$ cat src/rtl/cpu_pkg.sv
// Shared core definitions: register-file types plus the MEM/WB stage
// state encoding, funct3 codes and write-back register layout.
package cpu_pkg;

    localparam int RegBusWidth  = 32;
    localparam int RegAddrWidth = 5;

    typedef logic [RegAddrWidth-1:0] reg_addr_t;

    localparam logic [RegBusWidth-1:0] ZeroWord = '0;

    typedef enum logic {
        IDLE   = 1'b0,
        ACCESS = 1'b1
    } mem_state_e;

    localparam logic [2:0] F3_B  = 3'b000;
    localparam logic [2:0] F3_H  = 3'b001;
    localparam logic [2:0] F3_W  = 3'b010;
    localparam logic [2:0] F3_BU = 3'b100;
    localparam logic [2:0] F3_HU = 3'b101;

    typedef struct packed {
        logic                   valid;
        reg_addr_t              rd;
        logic                   rd_we;
        logic [RegBusWidth-1:0] data;
    } wb_reg_t;

    // Unsigned load sizes only exist on the load side; stores treat them as words.
    function automatic logic access_misaligned(input logic [2:0] funct3,
                                               input logic       is_load,
                                               input logic [1:0] addr_lo);
        logic is_byte;
        logic is_half;
        is_byte = (funct3 == F3_B) || (is_load && (funct3 == F3_BU));
        is_half = (funct3 == F3_H) || (is_load && (funct3 == F3_HU));
        if (is_byte) begin
            return 1'b0;
        end else if (is_half) begin
            return addr_lo[0];
        end
        return (addr_lo != 2'b00);
    endfunction

endpackage

$ cat src/rtl/lsu_align.sv
// Byte-lane steering for the data-memory port: store strobes and lane
// replication, and load extraction with sign or zero extension.
module lsu_align
    import cpu_pkg::*;
(
    input  logic [2:0]             funct3,
    input  logic [1:0]             addr_lo,
    input  logic [RegBusWidth-1:0] sdata,
    input  logic [RegBusWidth-1:0] rdata,
    output logic [3:0]             wstrb,
    output logic [RegBusWidth-1:0] wdata,
    output logic [RegBusWidth-1:0] ldata
);

    logic [7:0]  ld_byte;
    logic [15:0] ld_half;

    // NOTE: every output of an always_comb gets a default first, so no path
    // through the case leaves it unassigned and infers a latch.
    always_comb begin
        wstrb = 4'b1111;
        wdata = sdata;
        case (funct3)
            F3_B: begin
                wstrb = 4'b0001 << addr_lo;
                wdata = {4{sdata[7:0]}};
            end
            F3_H: begin
                wstrb = 4'b0011 << {addr_lo[1], 1'b0};
                wdata = {2{sdata[15:0]}};
            end
            default: ;
        endcase
    end

    assign ld_byte = 8'(rdata >> {addr_lo, 3'b000});
    assign ld_half = addr_lo[1] ? rdata[31:16] : rdata[15:0];

    always_comb begin
        ldata = rdata;
        case (funct3)
            F3_B:    ldata = {{(RegBusWidth-8){ld_byte[7]}}, ld_byte};
            F3_BU:   ldata = {{(RegBusWidth-8){1'b0}}, ld_byte};
            F3_H:    ldata = {{(RegBusWidth-16){ld_half[15]}}, ld_half};
            F3_HU:   ldata = {{(RegBusWidth-16){1'b0}}, ld_half};
            default: ;
        endcase
    end

endmodule

$ cat src/rtl/mem_wb_stage.sv
// MEM/WB stage: issues data-memory loads/stores over req/ready and drives the
// register-file write port. Optional macro MISALIGN_TRAP_EN rejects misaligned accesses.
module mem_wb_stage
    import cpu_pkg::*;
#(
    parameter int AddrWidth = 32
) (
    input  logic                   clk,
    input  logic                   rstn,
    input  logic                   ex_valid_i,
    input  reg_addr_t              ex_rd_i,
    input  logic                   ex_rd_we_i,
    input  logic [RegBusWidth-1:0] ex_alu_i,
    input  logic                   ex_mem_re_i,
    input  logic                   ex_mem_we_i,
    input  logic [2:0]             ex_funct3_i,
    input  logic [RegBusWidth-1:0] ex_sdata_i,
    output logic                   stall_o,
    output logic                   dm_req_o,
    output logic [3:0]             dm_wstrb_o,
    output logic [AddrWidth-1:0]   dm_addr_o,
    output logic [RegBusWidth-1:0] dm_wdata_o,
    input  logic [RegBusWidth-1:0] dm_rdata_i,
    input  logic                   dm_ready_i,
    output logic                   we_o,
    output reg_addr_t              waddr_o,
    output logic [RegBusWidth-1:0] wdata_o,
    output logic                   misalign_o
);

    mem_state_e             state;
    logic                   dm_req_q;
    logic [AddrWidth-1:0]   req_addr;
    logic [3:0]             req_wstrb;
    logic [RegBusWidth-1:0] req_wdata;
    logic [2:0]             req_funct3;
    logic [1:0]             req_lo;
    logic                   req_is_load;
    reg_addr_t              req_rd;
    logic                   req_rd_we;
    wb_reg_t                wb_q;

    logic                   in_access;
    logic                   is_mem;
    logic                   is_load;
    logic                   misaligned;
    logic                   start_access;

    logic [2:0]             al_funct3;
    logic [1:0]             al_lo;
    logic [3:0]             al_wstrb;
    logic [RegBusWidth-1:0] al_wdata;
    logic [RegBusWidth-1:0] al_ldata;

    assign in_access = (state == ACCESS);
    assign is_mem    = ex_mem_re_i | ex_mem_we_i;
    // Load wins when both load and store are flagged.
    assign is_load   = ex_mem_re_i;

`ifdef MISALIGN_TRAP_EN
    logic misalign_q;

    assign misaligned = access_misaligned(ex_funct3_i, is_load, ex_alu_i[1:0]);

    always_ff @(posedge clk or negedge rstn) begin
        if (!rstn) begin
            misalign_q <= 1'b0;
        end else begin
            misalign_q <= !in_access && ex_valid_i && is_mem && misaligned;
        end
    end

    assign misalign_o = misalign_q;
`else
    assign misaligned = 1'b0;
    assign misalign_o = 1'b0;
`endif

    assign start_access = !in_access && ex_valid_i && is_mem && !misaligned;
    assign stall_o      = in_access ? !dm_ready_i : start_access;

    // One aligner serves both directions: EX fields while idle (store lanes),
    // the held request fields while the access is outstanding (load extract).
    assign al_funct3 = in_access ? req_funct3 : ex_funct3_i;
    assign al_lo     = in_access ? req_lo     : ex_alu_i[1:0];

    lsu_align u_align (
        .funct3  (al_funct3),
        .addr_lo (al_lo),
        .sdata   (ex_sdata_i),
        .rdata   (dm_rdata_i),
        .wstrb   (al_wstrb),
        .wdata   (al_wdata),
        .ldata   (al_ldata)
    );

    // NOTE: sequential state is updated with non-blocking assignments so every
    // register samples the pre-edge values, independent of statement order.
    always_ff @(posedge clk or negedge rstn) begin
        if (!rstn) begin
            state       <= IDLE;
            dm_req_q    <= 1'b0;
            req_addr    <= '0;
            req_wstrb   <= '0;
            req_wdata   <= ZeroWord;
            req_funct3  <= '0;
            req_lo      <= '0;
            req_is_load <= 1'b0;
            req_rd      <= '0;
            req_rd_we   <= 1'b0;
            wb_q        <= '0;
        end else begin
            case (state)
                IDLE: begin
                    wb_q <= '0;
                    if (ex_valid_i && !is_mem) begin
                        wb_q.valid <= 1'b1;
                        wb_q.rd    <= ex_rd_i;
                        wb_q.rd_we <= ex_rd_we_i;
                        wb_q.data  <= ex_alu_i;
                    end else if (start_access) begin
                        state       <= ACCESS;
                        dm_req_q    <= 1'b1;
                        req_addr    <= AddrWidth'({ex_alu_i[31:2], 2'b00});
                        req_wstrb   <= is_load ? 4'b0000 : al_wstrb;
                        req_wdata   <= al_wdata;
                        req_funct3  <= ex_funct3_i;
                        req_lo      <= ex_alu_i[1:0];
                        req_is_load <= is_load;
                        req_rd      <= ex_rd_i;
                        req_rd_we   <= ex_rd_we_i;
                    end
                end
                ACCESS: begin
                    wb_q <= '0;
                    if (dm_ready_i) begin
                        state    <= IDLE;
                        dm_req_q <= 1'b0;
                        if (req_is_load) begin
                            wb_q.valid <= 1'b1;
                            wb_q.rd    <= req_rd;
                            wb_q.rd_we <= req_rd_we;
                            wb_q.data  <= al_ldata;
                        end
                    end
                end
                default: state <= IDLE;
            endcase
        end
    end

    assign dm_req_o   = dm_req_q;
    assign dm_addr_o  = req_addr;
    assign dm_wstrb_o = req_wstrb;
    assign dm_wdata_o = req_wdata;

    // x0 is hard-wired to zero, so writes to it are suppressed at the port.
    assign we_o    = wb_q.valid && wb_q.rd_we && (wb_q.rd != '0);
    assign waddr_o = wb_q.rd;
    assign wdata_o = wb_q.data;

endmodule

$ cat config.mk
export PLATFORM = sky130hd
export DESIGN_NAME = mem_wb_stage
export DESIGN_NICKNAME = d
export VERILOG_FILES = /design/src/rtl/cpu_pkg.sv /design/src/rtl/lsu_align.sv /design/src/rtl/mem_wb_stage.sv
export SDC_FILE = /design/constraint.sdc
export NUM_CORES = 1
export LEC_CHECK = 0
export CAP_MARGIN = 20
export CORE_ASPECT_RATIO = 0.7
export CORE_UTILIZATION = 46
export DETAILED_ROUTE_END_ITERATION = 7
export PLACE_DENSITY_LB_ADDON = 0.25
export SLEW_MARGIN = 20
export SYNTH_ARGS = -nofsm -noshare
export SYNTH_HDL_FRONTEND = slang
export SYNTH_HIERARCHICAL = 1
export SYNTH_SLANG_ARGS = --single-unit
$ cat constraint.sdc
create_clock -name clk -period 2.5 [get_ports clk]
set_input_delay 0.5 -clock clk [delete_from_list [all_inputs] [get_ports clk]]
set_output_delay 0.5 -clock clk [all_outputs]
set_load 0.01 [all_outputs]
After elaboration in Yosys (flattened, before gate mapping)
Cells that the tools add are included.
W data, S select, Z words.
{ "classes": {"n_eq_ne": 6, "n_shift": 3, "n_mux": 20, "bitwise": 3, "reduce_logical": 12} }
{ "op_table": {"columns": ["cell", "n"], "rows": [
  ["$pmux W32 S4", 1],
  ["$mux W39", 3],
  ["$pmux W39 S2", 1],
  ["$pmux W32 S2", 1],
  ["$shr A32 B5 Y8", 1],
  ["$mux W16", 1],
  ["$pmux W4 S2", 1],
  ["$mux W1", 7],
  ["$eq A3 B3 Y1 const B", 2],
  ["$ne A2 B2 Y1 const B", 3],
  ["$reduce_and A3 Y1", 2],
  ["$logic_and A1 B1 Y1", 5],
  ["$reduce_bool A5 Y1", 1],
  ["$mux W4", 1],
  ["$pmux W1 S2", 2],
  ["$shl A1 B2 Y4 const A", 1],
  ["$shl A2 B2 Y4 const A", 1],
  ["$eq A3 B1 Y1 const B", 1],
  ["$logic_not A1 Y1", 3],
  ["$logic_not A3 Y1", 1],
  ["$mux W3", 1],
  ["$mux W2", 1],
  ["$not A1 Y1", 2],
  ["$or A1 B1 Y1", 1]
]} }
{ "totals": {"regBits": 119, "inputBits": 111, "output_inout_bits": 109, "word_cells": 58} }

Longest topological paths before layout
Gate-level depths: netlist of run 1.
{ "logic_depth": {"depth_word": 6, "mapped_depth": 9, "mapped_depth_nobuf": 6} }

Modules after synthesis
The synthesis of run 1 kept the hierarchy.
{ "modules_own_cells": {"columns": ["mod", "n_inst", "cells_per_inst", "area_each_um2", "seq_area_each_um2"], "rows": [
  ["mem_wb_stage", 1, 323, 5109.9, 2977.9],
  ["lsu_align", 1, 171, 1107.3, 0.0]
]} }

Least setup slack after synthesis of run 1
No wires, ideal clock.
{ "synth_path": {"kind": "register to register", "start": "register state (netlist: in_access)", "end": "register req_wdata[20] (netlist: dm_wdata_o[20])", "setup_time_ns": 0.125, "t_arrival_ns": 2.063, "required_time_ns": 2.375, "path_slack_ns": 0.311, "stages_incl_launch_ff": 8, "path_buffers": 3, "synth_period_minus_slack_ns": 2.189, "cell_sequence": "dfrtp_1 buf_6 mux2_2 buf_2 nor2_2 buf_2 mux2_2 mux2_4"} }
{ "synth_via": {"elab_cells_between_ends": 9, "cone_classes": "eq/ne: 1; mux: 2; bitwise: 1; reduce/logical: 5"} }
{ "synth_lines": {"columns": ["element", "line_no", "rtl"], "rows": [
  ["start, declared", "mem_wb_stage.sv:31", "mem_state_e state;"],
  ["start signal, assigned", "mem_wb_stage.sv:101", "state <= IDLE;"],
  ["start signal, assigned", "mem_wb_stage.sv:122", "state <= ACCESS;"],
  ["start signal, assigned", "mem_wb_stage.sv:137", "state <= IDLE;"],
  ["$mux W3 (*)", "mem_wb_stage.sv:84", "assign al_funct3 = in_access ? req_funct3 : ex_funct3_i;"],
  ["net al_funct3[1]", "mem_wb_stage.sv:49", "logic [2:0] al_funct3;"],
  ["$eq A3 B1 Y1 / $logic_not A3 Y1 (equally long branches)", "lsu_align.sv:23", "case (funct3)"],
  ["$pmux W32 S2 (*)", "lsu_align.sv:23", null],
  ["net al_wdata[20]", "mem_wb_stage.sv:52", "logic [RegBusWidth-1:0] al_wdata;"],
  ["end signal, assigned", "mem_wb_stage.sv:105", "req_wdata <= ZeroWord;"],
  ["end signal, assigned", "mem_wb_stage.sv:126", "req_wdata <= al_wdata;"],
  ["end, declared", "mem_wb_stage.sv:35", "logic [RegBusWidth-1:0] req_wdata;"]
]} }
The timed path passes the listed nets; every way through them passes the cells marked *.
A chain may end at the register's enable or synchronous reset.

Worst setup path after layout of run 1
{ "layout_path": {"start": "register state (netlist: in_access)", "end": "output stall_o"} }
{ "layout_via": {"elab_chain_len": 4} }
{ "layout_rtl": {"columns": ["element", "line_no", "rtl"], "rows": [
  ["$logic_not A1 Y1", "mem_wb_stage.sv:79", "assign start_access = !in_access && ex_valid_i && is_mem && !misaligned;"],
  ["$logic_and A1 B1 Y1 (2 in a row)", "mem_wb_stage.sv:79", null],
  ["$mux W1 (*)", "mem_wb_stage.sv:80", "assign stall_o = in_access ? !dm_ready_i : start_access;"],
  ["end, declared", "mem_wb_stage.sv:18", "output logic stall_o,"]
]} }
Every way passes the cells marked *; elsewhere a longest branch is shown, timed or not.

==> summary.md, run 1 <==
| Metric | Value |
|---|---|
| Vias per cell | roughly 5.2 |
| Depth of the CTS H-tree | 4 |
| Finished Cell Area | 8940 sq um |
| Initial core utilization | a little under half |
| Synth top area share | around 48% |
| Multiplexer share of the synthesized area | between 20% and 30% |
| Setup TNS | 0 ps |
| Sink Count | between 100 and 150 |
| Worst-Skew Late Latency | around 410 ps |
| Complex-gate fraction of the synthesized area | 12.0% |
| Num CTS Buffers | 17 |
| Gr usage total | between 20% and 30% |
| Synth async-reset ratio | between 90% and 100% |
| FF-to-FF setup slack | roughly 190 ps |
| GRT busiest layer | met2 |
| Row count | 35 |
| Fraction of final layout cells with drive strength greater than 1 | between 20% and 30% |
| RSZ-0062 raised after global routing | false |
| Largest net degree at the start of global routing | 120 |
| Final Hold Vio Count | 0 |
| Total congestion overflow | 0 |
| Final nets | between 700 and 800 |
| Top post-synthesis cells by area | dfrtp_1 48%, mux2_4 14%, mux2_2 7.6% |
| CP Class | reg -> out |
| Fillcell total | about 960 |
| Post-Synth Adder-Cell Area | 0% |
| Die height | slightly below 100 microns |
| Final min period | approximately 2300 ps |
| I/O pin cnt | 220 |
| Hold WC Path Type | in -> async |
| Max Cap Viol | 0 |
| Inst Count DP | around 840 |
| Number of flops mapped to enable cells by yosys | 0 |
| Post-Synth Simple-Gate Area | 5.45% |
| Initial antenna violation count | 0 |
| Largest family of logic cells by synthesized area | multiplexers |
| F_max | ~430 MHz |
| CTS tree | yes |
| Synthesis warning total | 6 |
| Die area | 14000 sq um |
| Cells after synthesis | roughly 500 |
| Worst EP required | ~2000 ps |
| Placed Area | 8300 sq um |
| Clk_skew | slightly above 8 ps |
| Reg clk slew, reported paths | ~60 ps |
| Pins Over Slew Limit | 0 |
| Cell variety after synth | 38 |
| Cell Pwr Density | between 800 and 900 nW/um^2 |
| Die width | approximately 140 microns |
| Layout area overhead | 43.8% |
| Maximum fanout along the worst path | 10 |
| Rel. slew slack | between 50% and 60% |
| Root Driver | clkbuf_16 |
| Grt met2 use | between 30% and 40% |
| Number of diodes | 0 |
| Setup bufs post-CTS | 0 |
| CP Launch Type | flip-flop |
| Reg area | between 2000 and 3000 sq um |
| Starting DRT DRC Count | between 200 and 250 |
| Finished Layout Cells | between 800 and 900 |
| Area leader, netlist | dfrtp_1 |
| Routed Antenna Nets | 0 |
| P_leak | 3.99 nW |
| DRT Wirelength | roughly 17000 microns |
| Met3 Use GR | about 7.5% |
| Slew @ Worst Pin | around 640 ps |
| Final setup viols | 0 |
| Final GP Congestion | roughly 0.84 |
| Tcrit/Tclk final | roughly 94% |
| Max VDD drop | a little under 0.6 mV |
| Vias | 4557 |
| First drt pass iteration count | 5 |
| Synth Area per Inst | about 13 sq um |
| Synth Area in XOR/XNOR | 0% |
| Grt met1 use | between 30% and 40% |
| Clk buf depth | 2 |
| CP Capture Type | output pin |
| Dpl hpwl | 12000 microns |
| Core Box Area | 13200 sq um |
| Sequential element share of the synthesized area | a little under half |
| IO Port Bufs | about 220 |
| Multi-input gate area | 2580 sq um |
| Worst path arrival time | 1840 ps |
| Final Total Pwr | a little under 8 mW |
| Seq cells post-synth | 119 |
| First-pass GRT wire length | about 26000 microns |
| Cell Area, Synth | a little over 6000 sq um |
| DRC | 0 |
| Synth Flop Type | dfrtp_1 |
| Outcome | finished clean |
| Vias in the first global route | 4703 |
| Worst Hold Slack | about 160 ps |
| WL/cell | 19.0 microns |
## layout by cell type (no fill, tap or decap), types with 5 or more instances in the layout
master and instances:
inv_1 8, clkbuf_8 5, buf_12 9, clkdlybuf4s50_1 214
mux2i_1 9, mux2_4 59, mux2_2 42, clkbuf_16 17
a21oi_1 11, a22oi_1 14, o21ai_0 12, buf_4 20
nor2_1 10, nand2_1 49, clkinvlp_4 5, a22o_1 46
dfrtp_1 119
## worst max-delay path, cell delays in order, from the launching register on
cell	delay, ps
dfrtp_1	510
nand2b_4	210
o22ai_1	130
clkdlybuf4s50_1	580
## metrics by stage
step / worst slack [ps] / util (%)
after floorplan: 311 / -
after global placement: -29.0 / 63.0
after detailed placement: -137 / 63.0
after CTS: 94.0 / 67.8
after global routing: 27.4 / 67.8
final: 161 / 67.8
## path summary, 6_finish.rpt
path	startpoint	end	depth (start not counted)
max in group asynchronous	rstn	wdata_o[0]	2
min	rstn	dm_addr_o[12]	2
max	in_access	stall_o	3
min in group clk	req_rd[4]	waddr_o[4]	1
min reg2reg	req_rd[4]	waddr_o[4]	1
max reg2reg	in_access	wdata_o[2]	6
## area by class of cell
| type | count | area share [%] |
|---|---|---|
| sequential | 119 | 33.3 |
| multi-input combinational | 287 | 28.8 |
| timing repair buffer | 244 | 27.8 |
| clock buffer | 22 | 5.53 |
| tap | 185 | 2.59 |
| clock inverter | 10 | 1.58 |
| inverter | 9 | 0.378 |
## flip-flops by register name (all words and copies together) (netlist names)
| signal | cells |
|---|---|
| in_access | 1 |
| req_rd | 5 |
| req_rd_we | 1 |
| dm_req_o | 1 |
| req_is_load | 1 |
| req_lo | 2 |
| wdata_o | 32 |
| wb_q | 2 |
| dm_wdata_o | 32 |
| dm_wstrb_o | 4 |
| req_funct3 | 3 |
| waddr_o | 5 |
| dm_addr_o | 30 |
## kinds of logic (layout without fill, tap and decap cells)
group           Yosys count  in the layout
mux                     111            111
other cells               1              3
flops                   119            119
compound gates           98             98
simple gates             75             75
buf+inv                  90            285
## metal layers
metal / share of wire (%) / wire length, microns / vias up
met4: 1.2 / 208 / 0
met1: 44 / 7330 / 2269
li1: - / - / 2083
met2: 47 / 7790 / 187
met3: 8.0 / 1330 / 18
met5: 0 / 0 / -
## what timing repair did
action,4_1_cts,5_1_grt
hold buffers,0,0
gates resized for setup,1,1
setup endpoints to repair,1,1
## synthesized netlist by cell type, types with 2 or more instances
cell      count
clkbuf_1     11
o22ai_1       4
mux2i_1       9
o41ai_1       4
inv_1         8
buf_4        51
nor2_1       10
a21oi_1      11
a22o_1       46
nor2_2        2
buf_12        7
a22oi_1      14
mux2_4       59
buf_2         9
dfrtp_1     119
o21ai_0      13
nand2_1      49
nor2b_1       4
mux2_2       42
buf_6         2
nor3_1        3
## power by group
group | leakage, nW | switching, mW | total, mW | internal [mW]
registers | 1.47 | 0.235 | 2.57 | 2.33
clock network | 0.297 | 0.902 | 2.60 | 1.70
logic | 2.23 | 1.01 | 2.55 | 1.54
Power figures use the tool's default switching activity.
==> inputs of run 2 (changes only) <==
==> constraint.sdc (replaced) <==
create_clock -name clk -period 2.25 [get_ports clk]
set_input_delay 0.45 -clock clk [delete_from_list [all_inputs] [get_ports clk]]
set_output_delay 0.45 -clock clk [all_outputs]
set_load 0.01 [all_outputs]
==> run 2 against run 1 <==
  * Highest routed layer unchanged
  * Critical path depth is the same
  * Sequential cell count unchanged
  * Largest cell class unchanged
  * Count of clock-buffer cells in the layout unchanged
  * Sequential share of layout area shrank 0.31 points
  * Via count fell by 1.1%
  * Non-clock buffer count rose by 6
  * Clock power increased by 18%
  * Clock skew increased by 8.2 ps
  * Register-to-register slack worse by 80 ps
  * Critical endpoint is now we_o
==> summary.md, run 2 (synthesis results as in run 1) <==
| Metric | Value |
|---|---|
| Pins Over Slew Limit | 0 (unchanged) |
| Die height | 99.3 microns (unchanged) |
| Fraction of final layout cells with drive strength greater than 1 | 25.8% (+0.79 points) |
| Most frequent cells in the layout | 213 x clkdlybuf4s50_1, 118 x dfrtp_1, 59 x mux2_4, 49 x nand2_1, 46 x a22o_1 |
| Commonest non-fill, non-tap cell in the layout | clkdlybuf4s50_1 |
| Initial core utilization | 47.2% (unchanged) |
| CP Class | reg -> out |
| Reg clk slew, reported paths | 60 ps (about the same) |
| Rel. slew slack | 57.3% (about the same) |
| First-pass GRT wire length | 25900 microns (-0.90%) |
| Core Box Area | 13200 sq um (unchanged) |
| Maximum fanout along the worst path | 2 (-8) |
| Clk buf depth | 2 (unchanged) |
| Vias in the first global route | 4706 (+0.064%) |
| Final Total Pwr | 8.77 mW (+14%) |
| Max Cap Viol | 0 (unchanged) |
| Final setup viols | 0 (unchanged) |
| I/O pin cnt | 220 (unchanged) |
| Setup bufs post-CTS | 0 (unchanged) |
| Combinational share of power | 32.4% (-0.6 points) |
| Tcrit/Tclk final | a little over nine tenths |
| Cell Pwr Density | 971 nW/um^2 (+12%) |
| Layout area overhead | 45.2% |
| Depth of the CTS H-tree | 4 (unchanged) |
| Worst-Skew Late Latency | 410 ps (about the same) |
| Gr usage total | 24.5% (-0.27 points) |
| Die area | 14000 sq um (unchanged) |
| Slowest CP cell | or3_1 |
| Max VDD drop | 0.523 mV (-9.3%) |
| DRC | 0 (unchanged) |
| CP Capture Type | output pin |
| CTS tree | yes |
| Slew @ Worst Pin | 639 ps (-1.33 ps) |
| Routed Antenna Nets | 0 (unchanged) |
| Outcome | finished clean |
| Row count | 35 (unchanged) |
| WL/cell | 18.5 microns (-2.8%) |
| Initial antenna violation count | 0 (unchanged) |
| F_max | between 400 and 500 MHz |
| Final Hold Vio Count | 0 (unchanged) |
| NetSw | 2.36 mW (+10%) |
| Num CTS Buffers | 17 (unchanged) |
| Largest net degree at the start of global routing | 40 (-67%) |
| Internal power | 6.41 mW (+15%) |
| Root Driver | clkbuf_16 |
| Sequential share of power | 32.5% (-0.8 points) |
| Sink Count | 119 (unchanged) |
| Placed Area | 8350 sq um (+0.54%) |
| DRT Wirelength | 16300 microns (-2.1%) |
| Critical Path Max Stage Delay | 390 ps (-190 ps) |
| Dpl hpwl | 11900 microns (-0.70%) |
| Total congestion overflow | 0 (unchanged) |
| Final GP Congestion | 0.801 (-4.8%) |
| Final min period | 2170 ps |
| Clock Power Share | 35.1% (+1.4 points) |
| Finished Cell Area | 9030 sq um (+0.99%) |
| Final nets | 795 (+0.76%) |
| Number of diodes | 0 (unchanged) |
| Worst path arrival time | 1720 ps (-120 ps) |
| Critical Path, Cell by Cell | or3_1 > o311a_1 > clkdlybuf4s15_1 |
| Worst EP required | 1800 ps (-200 ps) |
| First drt pass iteration count | 4 (-1) |
| Hold WC Path Type | in -> async |
| IO Port Bufs | 216 (unchanged) |
| Vias per cell | 5.11 (-1.7%) |
| RSZ-0062 raised after global routing | false |
| Die width | 141 microns (unchanged) |
| Starting DRT DRC Count | 248 (+13%) |
| Vias | 4509 (-1.1%) |
| CP Launch Type | flip-flop |
| Clk_skew | 16.5 ps (+8.15 ps) |
| Fillcell total | 951 (-0.52%) |
| Switch share | 26.9% (-0.84 points) |
| Register-to-Register Path Depth | 6 (unchanged) |
| P_leak | 4.05 nW (+1.4%) |
## run 2: layer usage
metal,GRT usage (%),wire (microns),up-vias
met5,0,0,-
met4,8.03,147,0
met3,6.40,1140,10
met2,39.0,7570,173
met1,32.9,7440,2235
li1,-,-,2091
## run 2: critical path: cells and delay by family, from the launching register on
kind / cells / cell delay [ps]
DFF: 1 / 380
AOI/OAI and AO/OA: 1 / 310
and+or+nand+nor: 1 / 390
buffers and inverters: 1 / 230
## run 2: what timing repair did
item	4_1_cts	5_1_grt
endpoints found under the setup margin	3	2
resized for setup	3	2
hold buffers	0	0
cloned	0	0
## run 2: layout make-up
class,instances,area (sq um),area share (%)
Clock buffer,22,484,5.36
Clock inverter,10,191,2.12
Tap cell,185,231,2.56
Timing Repair Buffer,250,2530,28.0
Multi-Input combinational cell,287,2580,28.6
Sequential cell,119,2980,33.0
Inverter,9,33.8,0.374
## run 2: through the flow
stage / hold slack (ps) / cells / setup slack (ps) / setup TNS, ps / utilization, %
after CTS: 17.8 / 882 / 3.22 / 0 / 68.5
final: 16.1 / 882 / 79.6 / 0 / 68.5
after floorplan: 154 / 496 / 61.4 / 0 / -
after detailed placement: 458 / 850 / -271 / -7620 / 63.3
after global placement: 453 / 850 / -265 / -6430 / 63.3
after global routing: 34.5 / 882 / 1.35 / 0 / 68.5
## run 2: power groups by stage
stage	registers (mW)	clock network (mW)	logic, mW
after floorplan	2.99	0	1.40
after global placement	2.85	0	2.80
after detailed placement	2.87	0	2.85
after CTS	2.85	3.13	2.86
after global routing	2.90	3.24	3.04
final	2.85	3.08	2.84
## run 2: final timing paths
check,from,endpoint,slack [ps]
max,waddr_o[1],we_o,80
min,rstn,dm_addr_o[12],20
max reg2reg,in_access,wdata_o[2],110
min reg2reg,req_rd[0],waddr_o[0],500
max in group asynchronous,rstn,dm_addr_o[18],1630
min in group clk,req_rd[0],waddr_o[0],500
==> inputs of run 3 (changes only) <==
--- a/config.mk
+++ b/config.mk
@@ -7,8 +7,11 @@
 export LEC_CHECK = 0
 export CAP_MARGIN = 20
 export CORE_ASPECT_RATIO = 0.7
+export CORE_MARGIN = 2
 export CORE_UTILIZATION = 46
 export DETAILED_ROUTE_END_ITERATION = 7
+export GPL_ROUTABILITY_DRIVEN = 0
+export MAX_ROUTING_LAYER = met4
 export PLACE_DENSITY_LB_ADDON = 0.25
 export SLEW_MARGIN = 20
 export SYNTH_ARGS = -nofsm -noshare
==> run 3 against run 2 <==
  * Sequential share of layout area grew 0.61 points
  * Sequential power is essentially flat
  * Core utilization shrank 1.2 points
  * Via count grew 0.60%
  * Maximum frequency shrank 0.66%
  * Combinational power is essentially flat
  * Die area grew 3.5%
  * Worst hold slack gained 91 ps
  * Largest power group is now registers
  * Highest routed layer unchanged
==> summary.md, run 3 (synthesis results as in run 1) <==
| Metric | Value |
|---|---|
| First drt pass iteration count | 5 (+1) |
| IO Port Bufs | 216 (unchanged) |
| Number of diodes | 0 (unchanged) |
| CP Class | reg -> out |
| RSZ-0062 raised after global routing | false |
| Root Driver | clkbuf_16 |
| Routed Antenna Nets | 0 (unchanged) |
| Most frequent cells in the layout | 213 x clkdlybuf4s50_1, 118 x dfrtp_1, 59 x mux2_4, 49 x nand2_1, 46 x a22o_1 |
| Vias | 4536 (+0.60%) |
| Dpl hpwl | 12100 microns (+1.3%) |
| CP Capture Type | output pin |
| Clk buf depth | 2 (unchanged) |
| Maximum fanout along the worst path | 2 (unchanged) |
| F_max | 458 MHz (-0.66%) |
| Initial antenna violation count | 0 (unchanged) |
| Gr usage total | 24.5% (-0.039 points) |
| Total congestion overflow | 0 (unchanged) |
| Final Util | 67.3% (-1.2 points) |
| Fraction of final layout cells with drive strength greater than 1 | 25.4% (-0.46 points) |
| Starting DRT DRC Count | 385 (+55%) |
| Final min period | 2180 ps (+14.5 ps) |
| Pins Over Slew Limit | 0 (unchanged) |
| Tcrit/Tclk final | 97.1% (+0.64 points) |
| I/O pin cnt | 220 (unchanged) |
| Worst-Skew Late Latency | 410 ps (about the same) |
| Grt met2 use | 36.5% (-2.4 points) |
| First-pass GRT wire length | 26000 microns (+0.35%) |
| Depth of the CTS H-tree | 4 (unchanged) |
| Hold WC Path Type | in -> async |
| Final Hold Vio Count | 0 (unchanged) |
| Worst Hold Slack | 107 ps (+91.1 ps) |
| P_leak | 3.98 nW (-1.7%) |
| Final setup viols | 0 (unchanged) |
| Commonest non-fill, non-tap cell in the layout | clkdlybuf4s50_1 |
| Vias per cell | 5.16 (+0.94%) |
| Initial core utilization | 47.2% (unchanged) |
| CTS tree | yes |
| Reg clk slew, reported paths | 50 ps (about the same) |
| Max Cap Viol | 0 (unchanged) |
| Core Box Area | 13200 sq um (unchanged) |
| Critical Path, Cell by Cell | or3_1 > o311a_1 > clkdlybuf4s15_1 |
| Die height | 101 microns (+2.0%) |
| Slowest CP cell | dfrtp_1 |
| Sink Count | 119 (unchanged) |
| WL/cell | 19.0 microns (+2.9%) |
| Vias in the first global route | 4695 (-0.23%) |
| PnR worst setup slack | 65.1 ps (-14.5 ps) |
| Fillcell total | 987 (+3.8%) |
| CP Launch Type | flip-flop |
| Slew @ Worst Pin | 670 ps (+30.4 ps) |
| Clk_skew | 9.61 ps (-6.84 ps) |
| Max VDD drop | 0.598 mV (+14%) |
| Die width | 143 microns (+1.4%) |
| DRC | 0 (unchanged) |
| Rel. slew slack | 55.3% (-1.9 points) |
| Num CTS Buffers | 17 (unchanged) |
| Die area | 14500 sq um (+3.5%) |
| DRT Wirelength | 16700 microns (+2.5%) |
| Worst EP required | 1800 ps (about the same) |
| Worst path arrival time | 1730 ps (about the same) |
| Critical Path Max Stage Delay | 390 ps (about the same) |
| Row count | 35 (unchanged) |
| Outcome | finished clean |
| Met3 Use GR | 7.09% (+0.69 points) |
| Largest net degree at the start of global routing | 120 (+200%) |
| Setup bufs post-CTS | 0 (unchanged) |
| Final nets | 794 (-0.13%) |
| Place WS | -247 ps (+23.7 ps) |
| GRT busiest layer | met2 |
| Layout area overhead | 42.6% |
| Cell Pwr Density | 926 nW/um^2 (-4.7%) |
| Grt met1 use | 32.8% (-0.13 points) |
## run 3: changes by cell type in the layout (fill, tap and decap cells not counted), sizes merged
cell	previous run	this run
buf	35	34
bufinv	5	1
clkbuf	22	21
clkinv	4	6
clkinvlp	2	3
## run 3: worst max-delay path, delay by kind of cell (launching register included)
family                 cells  cell delay (ps)
AO/OA/AOI/OAI              1              320
buffers and inverters      1              240
flip-flops                 1              390
AND/OR/NAND/NOR            1              380
## run 3: final timing paths
kind	from	end	slack [ps]	cells past startpoint
setup reg to reg	in_access	wdata_o[19]	140	6
hold / removal	rstn	dm_addr_o[10]	110	2
max in group asynchronous	rstn	in_access	1590	2
min in group clk	dm_req_o	dm_req_o	480	1
setup / recovery	waddr_o[1]	we_o	70	3
hold reg to reg	dm_req_o	dm_req_o	480	1
## run 3: area by class of cell
| class | instances | area, sq um | share of cell area, % |
|---|---|---|---|
| Tap cell | 185 | 231 | 2.61 |
| Inverter | 9 | 33.8 | 0.381 |
| Sequential cell | 119 | 2980 | 33.6 |
| Timing Repair Buffer | 249 | 2490 | 28.1 |
| Clock buffer | 21 | 470 | 5.31 |
| Multi-Input combinational cell | 287 | 2580 | 29.1 |
| Clock inverter | 9 | 77.6 | 0.875 |
## run 3: what timing repair did
item                                    in CTS  in global routing
gates resized for setup                      4                  0
endpoints found under the hold margin        0                  0
hold buffers                                 0                  0
endpoints found under the setup margin       2                  0
## run 3: stage by stage
| stage | setup TNS, ps | area (sq um) | total power, mW | std cells |
|---|---|---|---|---|
| 6_report | 0 | 8860 | 8.21 | 879 |
| 5_1_grt | 0 | 8860 | 8.63 | 879 |
| 4_1_cts | 0 | 8860 | 8.30 | 879 |
| 3_5_place_dp | -7100 | 8320 | 5.72 | 849 |
| 3_3_place_gp | -5840 | 8320 | 5.66 | 849 |
| 2_1_floorplan | 0 | 6220 | 4.39 | 496 |
## run 3: routing by layer
metal	share of wire, %	wire (microns)
met1	45	7560
met2	46	7690
met3	7.6	1270
met4	1.2	199
met5	0	0
## run 3: power by group
part           total (mW)  internal, mW  switching, mW
clock network        2.52          1.58          0.939
registers            2.85          2.60          0.253
logic                2.84          1.72           1.12
total                8.21          5.90           2.31
